### src/rtl/oscillator_readout_ctrl.sv
// rtl/oscillator_readout_ctrl.sv - ring-oscillator TDC channel sequencing and result capture
module oscillator_readout_ctrl #(
    parameter int BIT_COUNT      = 32,
    parameter int SYNC_STAGES    = 2,
    parameter int SETTLE_CYCLES  = 2,
    parameter int CLEAR_CYCLES   = 2,
    parameter int TIMEOUT_CYCLES = 1024
) (
    input  logic                 clk,
    input  logic                 reset,
    input  logic                 start,
    input  logic                 stop,
    output logic                 oscEnable,
    output logic                 oscReset,
    input  logic [BIT_COUNT-1:0] oscCount,
    input  logic                 oscHasValue,
    output logic                 measValid,
    input  logic                 measReady,
    output logic [BIT_COUNT-1:0] measCount,
    output logic                 measTimeout,
    output logic                 busy
);

    localparam int RW = $clog2(TIMEOUT_CYCLES + 1);
    localparam int CW = $clog2(CLEAR_CYCLES + 1);
    localparam int SW = $clog2(SETTLE_CYCLES + 1);

    localparam logic [RW-1:0] RUN_LIMIT   = RW'(TIMEOUT_CYCLES);
    localparam logic [RW-1:0] STOP_MIN    = RW'(SYNC_STAGES + 1);
    localparam logic [CW-1:0] CLEAR_LAST  = CW'(CLEAR_CYCLES);
    localparam logic [SW-1:0] SETTLE_LAST = SW'(SETTLE_CYCLES);

    typedef enum logic [2:0] {
        ST_IDLE,
        ST_CLEAR,
        ST_RUN,
        ST_WAIT_DONE,
        ST_SETTLE,
        ST_HOLD
    } state_t;

    state_t                 state;
    logic [SYNC_STAGES-1:0] hv_sync;
    logic                   has_value_s;
    logic [RW-1:0]          run_cnt;
    logic [CW-1:0]          clear_cnt;
    logic [SW-1:0]          settle_cnt;
    logic                   stop_latched;
    logic                   stop_pending;
    logic                   timeout_flag;

    assign has_value_s  = hv_sync[SYNC_STAGES-1];
    // A stop seen this cycle counts as pending even before it is latched.
    assign stop_pending = stop_latched | stop;

    always_ff @(posedge clk) begin
        if (reset) begin
            hv_sync <= '0;
        end else begin
            hv_sync <= {hv_sync[SYNC_STAGES-2:0], oscHasValue};
        end
    end

    always_ff @(posedge clk) begin
        if (reset) begin
            state        <= ST_IDLE;
            oscEnable    <= 1'b0;
            oscReset     <= 1'b0;
            measValid    <= 1'b0;
            measCount    <= '0;
            measTimeout  <= 1'b0;
            busy         <= 1'b0;
            run_cnt      <= '0;
            clear_cnt    <= '0;
            settle_cnt   <= '0;
            stop_latched <= 1'b0;
            timeout_flag <= 1'b0;
        end else begin
            case (state)
                ST_IDLE: begin
                    if (start) begin
                        state     <= ST_CLEAR;
                        oscReset  <= 1'b1;
                        busy      <= 1'b1;
                        clear_cnt <= CW'(1);
                    end
                end

                ST_CLEAR: begin
                    if (clear_cnt == CLEAR_LAST) begin
                        state        <= ST_RUN;
                        oscReset     <= 1'b0;
                        oscEnable    <= 1'b1;
                        run_cnt      <= RW'(1);
                        stop_latched <= 1'b0;
                    end else begin
                        clear_cnt <= clear_cnt + 1'b1;
                    end
                end

                ST_RUN: begin
                    // The stop is held off until the stale hasValue from the
                    // previous measurement has drained out of the synchroniser.
                    if (stop_pending && (run_cnt >= STOP_MIN)) begin
                        state        <= ST_WAIT_DONE;
                        oscEnable    <= 1'b0;
                        timeout_flag <= 1'b0;
                    end else if (run_cnt >= RUN_LIMIT) begin
                        state        <= ST_WAIT_DONE;
                        oscEnable    <= 1'b0;
                        timeout_flag <= ~stop_pending;
                    end else begin
                        stop_latched <= stop_pending;
                        if (run_cnt != {RW{1'b1}}) begin
                            run_cnt <= run_cnt + 1'b1;
                        end
                    end
                end

                ST_WAIT_DONE: begin
                    // The oscillator raises hasValue on the enable fall, so no
                    // timeout is needed here.
                    if (has_value_s) begin
                        state      <= ST_SETTLE;
                        settle_cnt <= SW'(1);
                    end
                end

                ST_SETTLE: begin
                    if (settle_cnt == SETTLE_LAST) begin
                        state       <= ST_HOLD;
                        measCount   <= oscCount;
                        measTimeout <= timeout_flag;
                        measValid   <= 1'b1;
                    end else begin
                        settle_cnt <= settle_cnt + 1'b1;
                    end
                end

                ST_HOLD: begin
                    if (measReady) begin
                        state     <= ST_IDLE;
                        measValid <= 1'b0;
                        busy      <= 1'b0;
                    end
                end

                default: begin
                    state     <= ST_IDLE;
                    oscEnable <= 1'b0;
                    oscReset  <= 1'b0;
                    measValid <= 1'b0;
                    busy      <= 1'b0;
                end
            endcase
        end
    end

endmodule

### config.mk
export PLATFORM = sky130hd
export DESIGN_NAME = oscillator_readout_ctrl
export DESIGN_NICKNAME = d
export VERILOG_FILES = /design/src/rtl/oscillator_readout_ctrl.sv
export SDC_FILE = /design/constraint.sdc
export NUM_CORES = 1
export LEC_CHECK = 0
export CORE_MARGIN = 4
export CORE_UTILIZATION = 60
export DETAILED_ROUTE_END_ITERATION = 10
export DONT_BUFFER_PORTS = 1
export PLACE_DENSITY = 0.84
export SLEW_MARGIN = 20
export SYNTH_ARGS = -nofsm -noshare
export SYNTH_HDL_FRONTEND = slang
export SYNTH_SLANG_ARGS = --single-unit
### constraint.sdc
create_clock -name clk -period 2.6 [get_ports clk]
set_clock_uncertainty 0.05 [all_clocks]
set_input_delay 0.52 -clock clk [delete_from_list [all_inputs] [get_ports clk]]
set_output_delay 0.52 -clock clk [all_outputs]
set_load 0.05 [all_outputs]
==> results of run 1 <==
## power groups by stage
stage / clock network (W) / logic, W / registers (W)
floorplan: 0 / 0.000113 / 0.000974
global placement: 0 / 0.0000888 / 0.000992
detailed placement: 0 / 0.0000929 / 0.000992
CTS: 0.000864 / 0.0000941 / 0.000972
global route: 0.000900 / 0.000108 / 0.000976
finish: 0.000842 / 0.0000938 / 0.000973
## cells in the final DEF, fill, tap and decap left out, types with 2 or more instances in the layout
master / count
nor2_1: 13
inv_1: 9
nor2b_1: 2
nand3_1: 7
a211oi_1: 3
nor3_1: 5
ha_1: 4
dfxtp_1: 59
o21ai_1: 2
o31ai_1: 5
or4_1: 6
a31oi_1: 3
nand2b_1: 3
a21oi_1: 56
or2_2: 2
o21ai_0: 5
clkinv_2: 2
or3_1: 4
buf_4: 2
nor4_2: 2
nand2_1: 77
nor3b_1: 2
clkbuf_8: 11
nand4_1: 2
## logic make-up after synthesis
group                      after synthesis
muxes                                    1
DFF                                     59
AOI/OAI and AO/OA                       85
adders and majority gates                4
buffers and inverters                   28
and+or+nand+nor                        132
## metal layers
layer  up-vias  wire (um)  global-route usage, %
met1       974       2204                  24.44
met3        14        342                  5.647
met2        68       2542                  32.87
met5         -          0                      0
li1       1059          -                      -
met4         0        122                  11.68
## per-stage QoR
stage	power (W)	worst slack, ps	util (%)	std cells
2_1_floorplan	0.001087	606.3	-	309
3_3_place_gp	0.001080	478.9	62.39	342
3_5_place_dp	0.001085	343.0	62.39	342
4_1_cts	0.001929	322.5	67.45	358
5_1_grt	0.001984	211.6	67.48	358
6_report	0.001908	334.2	67.48	358
## final timing paths
check	end	slack (ps)	depth (start not counted)
worst min register to register	hv_sync[1]	390	1
worst min-delay path	oscReset	210	1
worst max-delay path	run_cnt[5]	330	6
worst max register to register	run_cnt[5]	330	6
## worst register-to-register path: cells and delay by family, from the launching register on
family                     cells  cell delay [ps]
and+or+nand+nor                1              500
AOI/OAI and AO/OA              4             1020
adders and majority gates      1              270
DFF                            1              350
## registers in the layout, indices dropped and copies added (netlist names)
register,count
busy,1
clear_cnt,2
hv_sync,2
measCount,32
measTimeout,1
measValid,1
oscEnable,1
oscReset,1
run_cnt,11
settle_cnt,2
state,3
stop_latched,1
timeout_flag,1
## final cells by class
cell class | instances | share of cell area (%)
multi-input cells | 222 | 44.96
flip-flops and latches | 59 | 43.44
clock buffers | 12 | 5.706
well taps | 50 | 2.301
clock inverters | 4 | 1.795
inverters | 9 | 1.243
repair buffers | 2 | 0.5522
==> flow_metrics.py, run 1 <==
metrics = {
    "outcome": {
        "status": "complete, no violations",
    },
    "synth": {
        "ys.flop_type": "dfxtp_1",
        "syn_inst": 309,
        "yosysMostFrequentCell": "nand2_1",
        "ys_seq_elements": 59,
        "ys_warn_count": 0,
        "ys_types": 44,
        "yosysTopAreaCell": "dfxtp_1",
        "synth_area_leaders": "dfxtp_1 47%, nand2_1 11%, a21oi_1 11%",
        "synthTopCellsByCount": "77 x nand2_1, 59 x dfxtp_1, 56 x a21oi_1",
        "async_flop_share_pct": 0,
        "yosys.area_share.simple_pct": 25.56,
        "muxShareOfSynthArea_pct": 0.4449,
        "synthXorXnorAreaFrac_pct": 0,
        "synth_area_mm2": 0.002531,
        "synth_edf_count": 0,
        "syn_area_per_cell_um2": 8.192,
        "yosys.area_share.adder_pct": 1.977,
        "synth_compound_area_share_pct": 20.27,
        "synth_seq_area_share_pct": 46.66,
        "synth_top_family_by_area": "simple AND/OR/NAND/NOR gates",
        "syn_nets": 351,
        "synth.top_cell.area_share_pct": 46.66,
    },
    "global_route": {
        "first_global_vias": 1988,
        "antenna_found_initial": 0,
        "grt_use_total_pct": 20.43,
        "overflow": 0,
        "grt_pass1_wl_mm": 8.431,
        "grt_max_degree": 50,
    },
    "setup_path": {
        "timing.rr.start": "run_cnt[0]",
        "crit_type": "reg2reg",
        "crit_fanout": 16,
        "crit_family": "compound AO/OA/AOI/OAI gates",
        "crit_required_ps": 2810,
        "crit_slowest_cell": "or4_1",
        "start_kind": "register",
        "worst-path-buf-inv": 0,
        "worstPathArrival_ps": 2470,
        "crit_start": "run_cnt[0]",
        "path_cells": "ha_1, a211oi_1, a31o_4, o211ai_4, or4_1, a21oi_1",
        "cp_slowest_stage_delay_ps": 500,
        "critPathCaptureType": "register",
    },
    "floorplan": {
        "die_area_mm2": 0.005322,
        "die_y_um": 72.95,
        "core_area_mm2": 0.004029,
        "fp-row-count": 23,
        "boundaryPins": 75,
        "die_w_um": 72.95,
        "start_util_pct": 62.83,
    },
    "drt": {
        "vias": 2115,
        "dr.pass1.iters": 4,
        "routed_wl_mm": 5.212,
        "drtIter0Drc": 173,
        "drc": 0,
        "via_per_inst": 5.908,
        "routedWlPerCell_um": 14.56,
        "drtAntennaViolNets": 0,
    },
    "clock_network": {
        "cts.sinks": 59,
        "clock_path_buffers": 2,
        "cts_tree": "built",
        "clkSlewWorstSetupHoldPaths_ps": 60,
        "root_buffer": "clkbuf_8",
        "insertion_delay_ps": 330,
        "ctsHoldBuffers": 0,
        "post_cts.repair.setup_buffers": 0,
        "cts_inserted_buffers": 9,
        "post_cts_resize_count": 0,
        "cts_max_level": 3,
    },
    "power_and_ir_drop": {
        "p_comb_share_pct": 4.9,
        "power.density_mw_per_mm2": 701.9,
        "p_seq_share_pct": 51.0,
        "clockPowerShare_pct": 44.1,
        "irDropWorstVdd_mv": 0.4562,
        "leakagePower_nw": 0.9010,
        "p_sw_share_pct": 23.23,
        "power.internal_w": 0.001465,
        "switching_power_w": 0.0004433,
    },
    "cells_and_area": {
        "nNetsFinal": 345,
        "synthToLayoutAreaGrowth_pct": 7.415,
        "final_layout_size_suffix_gt1_share_pct": 9.740,
        "fill_cells": 352,
        "ff_latch_area_mm2": 0.001181,
        "multi_input_area_mm2": 0.001222,
        "diodes": 0,
        "design_area_mm2": 0.002719,
    },
    "timing": {
        "fin_crit_ps": 2266,
        "post-route-period-util_pct": 87.15,
        "worstMarginPinSlew_ps": 582.1,
        "fmax_mhz": 441.3,
        "setup_viol": 0,
        "fin_hold_ws_ps": 209.5,
        "report.final.hold_viol_count": 0,
        "slew_viol_final": 0,
        "setup-tns-final_ps": 0,
        "rsz0062_at_grt": "no",
        "max_slew_margin_pct": 61.14,
    },
    "placed_design": {
        "gp_congestion": 0.8117,
        "placed_cell_area_mm2": 0.002514,
        "hpwl_mm": 3.587,
        "port_buffers": 0,
    },
    "worst_hold_path": {
        "hold_path_class": "in2reg",
        "hold_start": "reset",
    },
    "run": {
        "drv_cap": 0,
    },
}
Note: power is estimated with default switching activity, not from simulation.
==> run 2, diff against run 1 <==
--- a/config.mk
+++ b/config.mk
@@ -6,10 +6,10 @@
 export NUM_CORES = 1
 export LEC_CHECK = 0
 export CORE_MARGIN = 4
-export CORE_UTILIZATION = 60
+export CORE_UTILIZATION = 62
 export DETAILED_ROUTE_END_ITERATION = 10
 export DONT_BUFFER_PORTS = 1
-export PLACE_DENSITY = 0.84
+export PLACE_DENSITY = 0.86
 export SLEW_MARGIN = 20
 export SYNTH_ARGS = -nofsm -noshare
 export SYNTH_HDL_FRONTEND = slang
==> run 2 against run 1 <==
Against the previous run:
- total power grew 0.22%
- critical path depth did not move
- clock power barely moved
- setup slack better by 41 ps
- sequential cell count unchanged
==> flow_metrics.py, run 2 (synthesized netlist as in run 1, its figures left out) <==
metrics = {
    "outcome": {
        "status": "complete, no violations",
    },
    "floorplan": {
        "die_y_um": 71.90,
        "core_area_mm2": 0.003799,
        "start_util_pct": 66.63,
        "fp-row-count": 22,
        "boundaryPins": 75,
        "die_w_um": 71.90,
        "die_area_mm2": 0.005169,
    },
    "drt": {
        "routed_wl_mm": 5.378,
        "drtIter0Drc": 133,
        "drtAntennaViolNets": 0,
        "via_per_inst": 5.888,
        "drc": 0,
        "vias": 2102,
        "dr.pass1.iters": 4,
        "routedWlPerCell_um": 15.06,
    },
    "global_route": {
        "antenna_found_initial": 0,
        "overflow": 0,
        "grt_max_degree": 50,
        "grt_pass1_wl_mm": 8.949,
        "first_global_vias": 2023,
        "grt_use_total_pct": 21.99,
    },
    "cells_and_area": {
        "diodes": 0,
        "synthToLayoutAreaGrowth_pct": 8.107,
        "mostFrequentLayoutCell": "nand2_1",
        "largest_reg_flops": 32,
        "fill_cells": 315,
        "top_regs": "measCount: 32 flops, run_cnt: 11 flops, state: 3 flops",
        "nNetsFinal": 346,
        "top_register": "measCount",
        "final_layout_size_suffix_gt1_share_pct": 10.03,
        "final_cell_mix": "77 x nand2_1, 59 x dfxtp_1, 56 x a21oi_1",
        "fin_util_pct": 72.04,
    },
    "setup_path": {
        "r2r-end": "run_cnt[9]",
        "crit_type": "reg2reg",
        "worstPathArrival_ps": 2430,
        "crit_start": "run_cnt[0]",
        "path_cells": "ha_1, a211oi_1, a31o_4, o211ai_4, or4_1, a21oi_1",
        "worst-path-buf-inv": 0,
        "rrSetupSlack_ps": 370,
        "critPathCaptureType": "register",
        "crit_family": "compound AO/OA/AOI/OAI gates",
        "timing.rr.start": "run_cnt[0]",
        "r2r_cells": 6,
        "crit_fanout": 16,
        "crit_required_ps": 2810,
        "start_kind": "register",
        "crit_slowest_cell": "or4_1",
        "cp_slowest_stage_delay_ps": 490,
    },
    "worst_hold_path": {
        "hold_path_class": "in2reg",
        "whs_path_depth": 1,
        "hold_end": "state[1]",
        "hold_start": "reset",
    },
    "timing": {
        "rsz0062_at_grt": "no",
        "worstMarginPinSlew_ps": 598.8,
        "fmax_mhz": 449.4,
        "fin_crit_ps": 2225,
        "report.final.hold_viol_count": 0,
        "post-route-period-util_pct": 85.58,
        "slew_viol_final": 0,
        "setup_viol": 0,
        "max_slew_margin_pct": 60.08,
        "setup-tns-final_ps": 0,
    },
    "placed_design": {
        "hpwl_mm": 3.618,
        "gp_congestion": 0.8992,
        "port_buffers": 0,
    },
    "clock_network": {
        "post_cts.repair.setup_buffers": 0,
        "clkSlewWorstSetupHoldPaths_ps": 70,
        "clock_path_buffers": 2,
        "cts.sinks": 59,
        "ctsHoldBuffers": 0,
        "root_buffer": "clkbuf_8",
        "cts_inserted_buffers": 9,
        "post_cts_resize_count": 0,
        "insertion_delay_ps": 330,
        "cts_tree": "built",
        "cts_max_level": 3,
    },
    "power_and_ir_drop": {
        "leakagePower_nw": 0.9127,
        "irDropWorstVdd_mv": 0.5270,
        "power.density_mw_per_mm2": 699.0,
    },
    "run": {
        "drv_cap": 0,
    },
}
## run 2: cell count changes in the layout (fill, tap and decap cells not counted)
cell / delta
buf_12: +1
## run 2: per-stage QoR
step                instances  total power (W)  worst slack [ps]  cell area, um2  hold WS [ps]
finish                    357         0.001913             374.8            2736         203.4
CTS                       357         0.001929             354.0            2735         187.3
detailed placement        341         0.001090             383.2            2531         382.8
floorplan                 309         0.001087             606.3            2531         363.8
global placement          341         0.001087             424.2            2531         367.5
global route              357         0.001988             203.2            2736         189.0
## run 2: power by group
group | switching [W] | internal (W)
logic | 0.0000556 | 0.0000542
registers | 0.0000397 | 0.000922
clock network | 0.000348 | 0.000493
## run 2: layer usage
metal / share of wire (%) / vias to the layer above / GRT usage (%)
met4: 1.7 / 0 / 11.06
met3: 8.6 / 10 / 8.587
met5: 0 / - / 0
met1: 40 / 964 / 23.67
li1: - / 1064 / -
met2: 50 / 64 / 37.45
## run 2: worst max-delay path by stage
stage	slack (ps)	to	cells past startpoint
after floorplan	610	run_cnt[7]	6
after global placement	420	run_cnt[5]	7
after detailed placement	380	run_cnt[5]	7
after CTS	350	measCount[5]	5
after global routing	200	run_cnt[9]	7
final	370	run_cnt[9]	6
## run 2: layout make-up
class / instances / area [um2] / area share, %
timing repair buffer: 3 / 35.03 / 1.280
multi-input combinational: 222 / 1222 / 44.67
clock buffer: 12 / 155.1 / 5.670
sequential: 59 / 1181 / 43.16
clock inverter: 4 / 48.80 / 1.783
inverter: 9 / 33.78 / 1.235
tap: 48 / 60.06 / 2.195
## run 2: worst register-to-register path, stage by stage, from the launching register on
cell      delay, ps
dfxtp_1         360
ha_1            270
a211oi_1        410
a31o_4          270
o211ai_4        150
or4_1           490
a21oi_1         150
==> variant 1: new RTL, config.mk and constraints of run 1 <==
Set the parameter `SETTLE_CYCLES` to 4 (it was 2).
--- a/src/rtl/oscillator_readout_ctrl.sv
+++ b/src/rtl/oscillator_readout_ctrl.sv
@@ -3,5 +3,5 @@
     parameter int BIT_COUNT      = 32,
     parameter int SYNC_STAGES    = 2,
-    parameter int SETTLE_CYCLES  = 2,
+    parameter int SETTLE_CYCLES  = 4,
     parameter int CLEAR_CYCLES   = 2,
     parameter int TIMEOUT_CYCLES = 1024
Formal check against the unedited RTL: not equivalent (Yosys sat finds a counterexample within 10 cycles, from zero or initial values and one cycle with reset high).
==> variant 1 against run 1 <==
Worst setup slack improved by 0.13 ns. Area after synthesis increased by 8.2%. Critical path depth unchanged. Maximum frequency increased by 5.8%. Sequential cell count increased by 1. Count of clock-buffer cells in the layout fell by 3. Power is 3.9% higher. Wire length increased by 16%. Cell area grew 10%. Sequential power decreased by 2%. Critical endpoint unchanged. Largest power group unchanged. Highest routed layer unchanged.
==> variant 1: results (changes against run 1) <==
stage;metric;value;unit;change
route;routed wire length;6068;um;+16%
synthesis;top post-synthesis cells by count;nand2_1, dfxtp_1, a21oi_1;;
placed_design;pre-CTS setup slack;0.4690;ns;+0.1259 ns
placed_design;RePlAce Congestion;0.9016;;+11%
status;status;completed;;
route;Vias;2326;;+10%
grt;global-route wire length before repair;9584;um;+14%
synthesis;post-synth cell types;45;;+2.3%
layout;Final Non-Filler Cells;379;;+5.9%
layout;Non-clock buffers, area share;1.757;%;+1.2 points
critical_path;worst reg-to-reg setup slack;0.46;ns;+0.13 ns
grt;global-route usage over all layers;21.95;%;+1.5 points
grt;grt met3 use;5.805;%;+0.16 points
layout;share of cells above drive strength 1;10.70;%;+0.96 points
sta;Slew headroom;63.05;%;+1.9 points
cts;cts repair resizes;0;;unchanged
worst_hold_path;end of the worst hold path;measCount[6]$_SDFFE_PP0P_;;
power;Pleak;0.9901;nW;+9.9%
layout;multi-input gates;235;;+5.9%
layout;Non-clk bufs;7;;+5
route;met2 WL post-DR;2986;um;+17%
critical_path;CP Data Arrival Time;2.36;ns;-0.11 ns
layout;# fillers;332;;-5.7%
grt;vias in the first global route;2130;;+7.1%
power;sw frac;23.59;%;+0.36 points
power;VDD IR max;0.0004356;V;-4.5%
critical_path;Worst Path Max Fanout;10;;-6
synthesis;register area share after synthesis;43.86;%;-2.8 points
layout;clkbuf count;9;;-3
placed_design;placed cell count;363;;+6.1%
route;WL met1;2550;um;+16%
synthesis;Syn Area/Cell;8.427;sq um;+2.9%
floorplan;Core Box Area;4384;sq um;+8.8%
layout;multi-input logic area;1415;sq um;+16%
cts;Sink Count;60;;+1.7%
layout;Seq/total area;40.17;%;-3.3 points
placed_design;Port Buf Inserts;0;;unchanged
layout;clock-cell share of area;7.448;%;-0.053 points
layout;Largest regs;measCount: 32 flops, run_cnt: 11 flops;;
grt;GR Util met2;34.90;%;+2.0 points
placed_design;Detailed Place HPWL;4212;um;+17%
synthesis;Synth area leaders;dfxtp_1, nand2_1, a21oi_1;;
route;initial DRC count;196;;+13%
route;met3 wire length;383;um;+12%
[variant 1: cell types whose count changed after synthesis, moves of 4 or more]
cell / run 1 / this run
clkbuf_1: 12 / 16
o21ai_0: 5 / 0
or4_1: 6 / 0
a2111o_1: 0 / 4
mux2i_1: 0 / 8
nand2_1: 77 / 81
a21oi_1: 56 / 48
[variant 1: how the worst max path moves through the flow]
stage | endpoint | slack, ns
3_5_place_dp | run_cnt[5]$_SDFFE_PP0P_ | 0.47
3_3_place_gp | run_cnt[6]$_SDFFE_PP0P_ | 0.57
5_1_grt | run_cnt[5]$_SDFFE_PP0P_ | 0.32
6_report | run_cnt[5]$_SDFFE_PP0P_ | 0.46
2_1_floorplan | run_cnt[2]$_SDFFE_PP0P_ | 0.69
4_1_cts | run_cnt[5]$_SDFFE_PP0P_ | 0.46
[variant 1: metrics by stage]
step | instance area [sq um] | hold WS [ns]
after global placement | 2768 | 0.3654
final | 2990 | 0.1900
after global routing | 2990 | 0.1916
after floorplan | 2739 | 0.3638
after CTS | 2990 | 0.1840
after detailed placement | 2768 | 0.3858
[variant 1: logic make-up after synthesis]
logic type | count (synthesis) | share of synthesized area [%]
compound gates | 84 | 21.75
fa+ha+maj | 7 | 3.198
buf+inv | 30 | 4.568
flops | 60 | 43.86
mux | 8 | 2.924
simple gates | 136 | 23.71
[variant 1: power by group through the flow]
stage	Sequential, mW	Clock (mW)	Combinational, mW
finish	0.958	0.935	0.0906
global route	0.959	0.982	0.102
CTS	0.958	0.939	0.0904
detailed placement	0.979	0	0.0901
global placement	0.978	0	0.0858
floorplan	0.975	0	0.0812
[variant 1: worst max-delay path: stages (launching register included)]
cell       delay (ns)
dfxtp_1          0.37
ha_1             0.31
a211oi_2         0.38
a311oi_4         0.19
buf_4            0.23
a2111oi_2        0.33
mux2i_1          0.21
==> variant 2: new RTL, config.mk and constraints of run 1 <==
Without the edit above. Re-encode `state_t` (6 states) as Gray code, 3 bits wide.
--- a/src/rtl/oscillator_readout_ctrl.sv
+++ b/src/rtl/oscillator_readout_ctrl.sv
@@ -32,10 +32,10 @@
 
     typedef enum logic [2:0] {
-        ST_IDLE,
-        ST_CLEAR,
-        ST_RUN,
-        ST_WAIT_DONE,
-        ST_SETTLE,
-        ST_HOLD
+        ST_IDLE      = 3'b000,
+        ST_CLEAR     = 3'b001,
+        ST_RUN       = 3'b011,
+        ST_WAIT_DONE = 3'b010,
+        ST_SETTLE    = 3'b110,
+        ST_HOLD      = 3'b111
     } state_t;
 
Formal check against the unedited RTL: same outputs for any inputs over 10 cycles, from zero or initial values and one cycle with reset high; not proved beyond that.
==> variant 2 against run 1 <==
Worst setup slack lost 0.019 ns. Area after synthesis down 2.6%. Cell count up 0.84%. Sequential cell count unchanged. Utilization is 0.58 points lower. Cell area is 1.6% lower. Wire length increased by 0.25%. Power shrank 5.8%. Die area fell by 2.3%.
==> variant 2: results (changes against run 1) <==
stage;metric;value;unit;change
status;status;completed;;
synthesis;mux contribution to synthesized area;2.589;%;+2.1 points
layout;share of cells above drive strength 1;8.360;%;-1.4 points
grt;vias in the first global route;1985;;-0.15%
synthesis;top post-synthesis cells by count;nand2_1, dfxtp_1, a21oi_1;;
synthesis;register area share after synthesis;47.92;%;+1.3 points
synthesis;post-synthesis xor/xnor area fraction;0.3553;%;+0.36 points
grt;global-route wire length before repair;8618;um;+2.2%
synthesis;FF+latch count, synth;59;;unchanged
critical_path;FF-to-FF End;run_cnt[8]$_SDFFE_PP0P_;;
layout;multi-input gates;224;;+0.90%
route;initial DRC count;103;;-40%
synthesis;Synth area leaders;dfxtp_1, nand2_1, a21oi_1;;
layout;Non-clock buffers, area share;1.122;%;+0.57 points
layout;Layout Nets;348;;+0.87%
worst_hold_path;end of the worst hold path;measCount[20]$_SDFFE_PP0P_;;
route;Routed WL per cell;14.47;um;-0.58%
route;WL met1;2272;um;+3.1%
power;VDD IR max;0.0004725;V;+3.6%
critical_path;worst reg-to-reg setup slack;0.32;ns;-0.02 ns
synthesis;Post-Synth Adder-Cell Area;2.030;%;+0.053 points
critical_path;CP Data Arrival Time;2.50;ns;+0.03 ns
synthesis;syn_nets;352;;+0.28%
critical_path;Slowest-stage cell, CP;a211o_1;;
placed_design;RePlAce Congestion;0.8821;;+8.7%
grt;grt met3 use;7.618;%;+2.0 points
route;met3 wire length;418;um;+22%
layout;clkbuf count;13;;+1
placed_design;Detailed Place HPWL;3511;um;-2.1%
grt;largest net degree at the start of global routing;52;;+4.0%
grt;global-route usage over all layers;20.98;%;+0.55 points
layout;Seq/total area;44.13;%;+0.69 points
synthesis;Synth Area in Compound Gates;17.41;%;-2.9 points
synthesis;post-synth cell types;37;;-16%
route;met2 WL post-DR;2454;um;-3.5%
grt;met1 global-route usage;25.37;%;+0.94 points
layout;Signal inverters;8;;-1
layout;multi-input logic area;1182;sq um;-3.3%
route;Vias/cell;5.770;;-2.3%
layout;Non-clk bufs;4;;+2
power;Pleak;0.9069;nW;+0.66%
critical_path;Worst Path Max Fanout;8;;-8
## variant 2: cell types whose count changed after synthesis, sizes merged, moves of 3 or more
cell	run 1	this run
buf	7	0
o31ai	5	2
nor2	13	20
nand2	77	80
mux2i	0	3
or4	7	2
and2	1	4
clkbuf	12	19
a21oi	56	50
## variant 2: power by group
part           internal [mW]  total, mW  switching (mW)
sequential             0.919      0.948          0.0293
clock                  0.424      0.767           0.343
combinational         0.0374     0.0836          0.0462
## variant 2: through the flow
stage | power [mW] | cell area (sq um) | hold slack, ns | setup WS, ns | cells
finish | 1.798 | 2676 | 0.2036 | 0.3151 | 361
floorplan | 1.043 | 2465 | 0.3638 | 0.5854 | 310
global placement | 1.046 | 2486 | 0.3697 | 0.4785 | 345
detailed placement | 1.051 | 2486 | 0.3851 | 0.3966 | 345
global route | 1.869 | 2676 | 0.1852 | 0.1681 | 361
CTS | 1.818 | 2676 | 0.1880 | 0.3468 | 361
## variant 2: how the worst max path moves through the flow
| stage | endpoint | slack [ns] | depth (start not counted) |
|---|---|---|---|
| detailed placement | run_cnt[8]$_SDFFE_PP0P_ | 0.40 | 6 |
| global route | run_cnt[9]$_SDFFE_PP0P_ | 0.17 | 6 |
| CTS | run_cnt[8]$_SDFFE_PP0P_ | 0.35 | 6 |
| floorplan | run_cnt[7]$_SDFFE_PP0P_ | 0.59 | 6 |
| finish | run_cnt[8]$_SDFFE_PP0P_ | 0.32 | 6 |
| global placement | run_cnt[7]$_SDFFE_PP0P_ | 0.48 | 6 |
## variant 2: worst max-delay path: cells and delay by family, from the launching register on
kind | cells | cell delay (ns)
AND/OR/NAND/NOR | 1 | 0.42
flip-flops | 1 | 0.36
adder cells (fa/ha/maj) | 1 | 0.26
AO/OA/AOI/OAI | 4 | 1.13
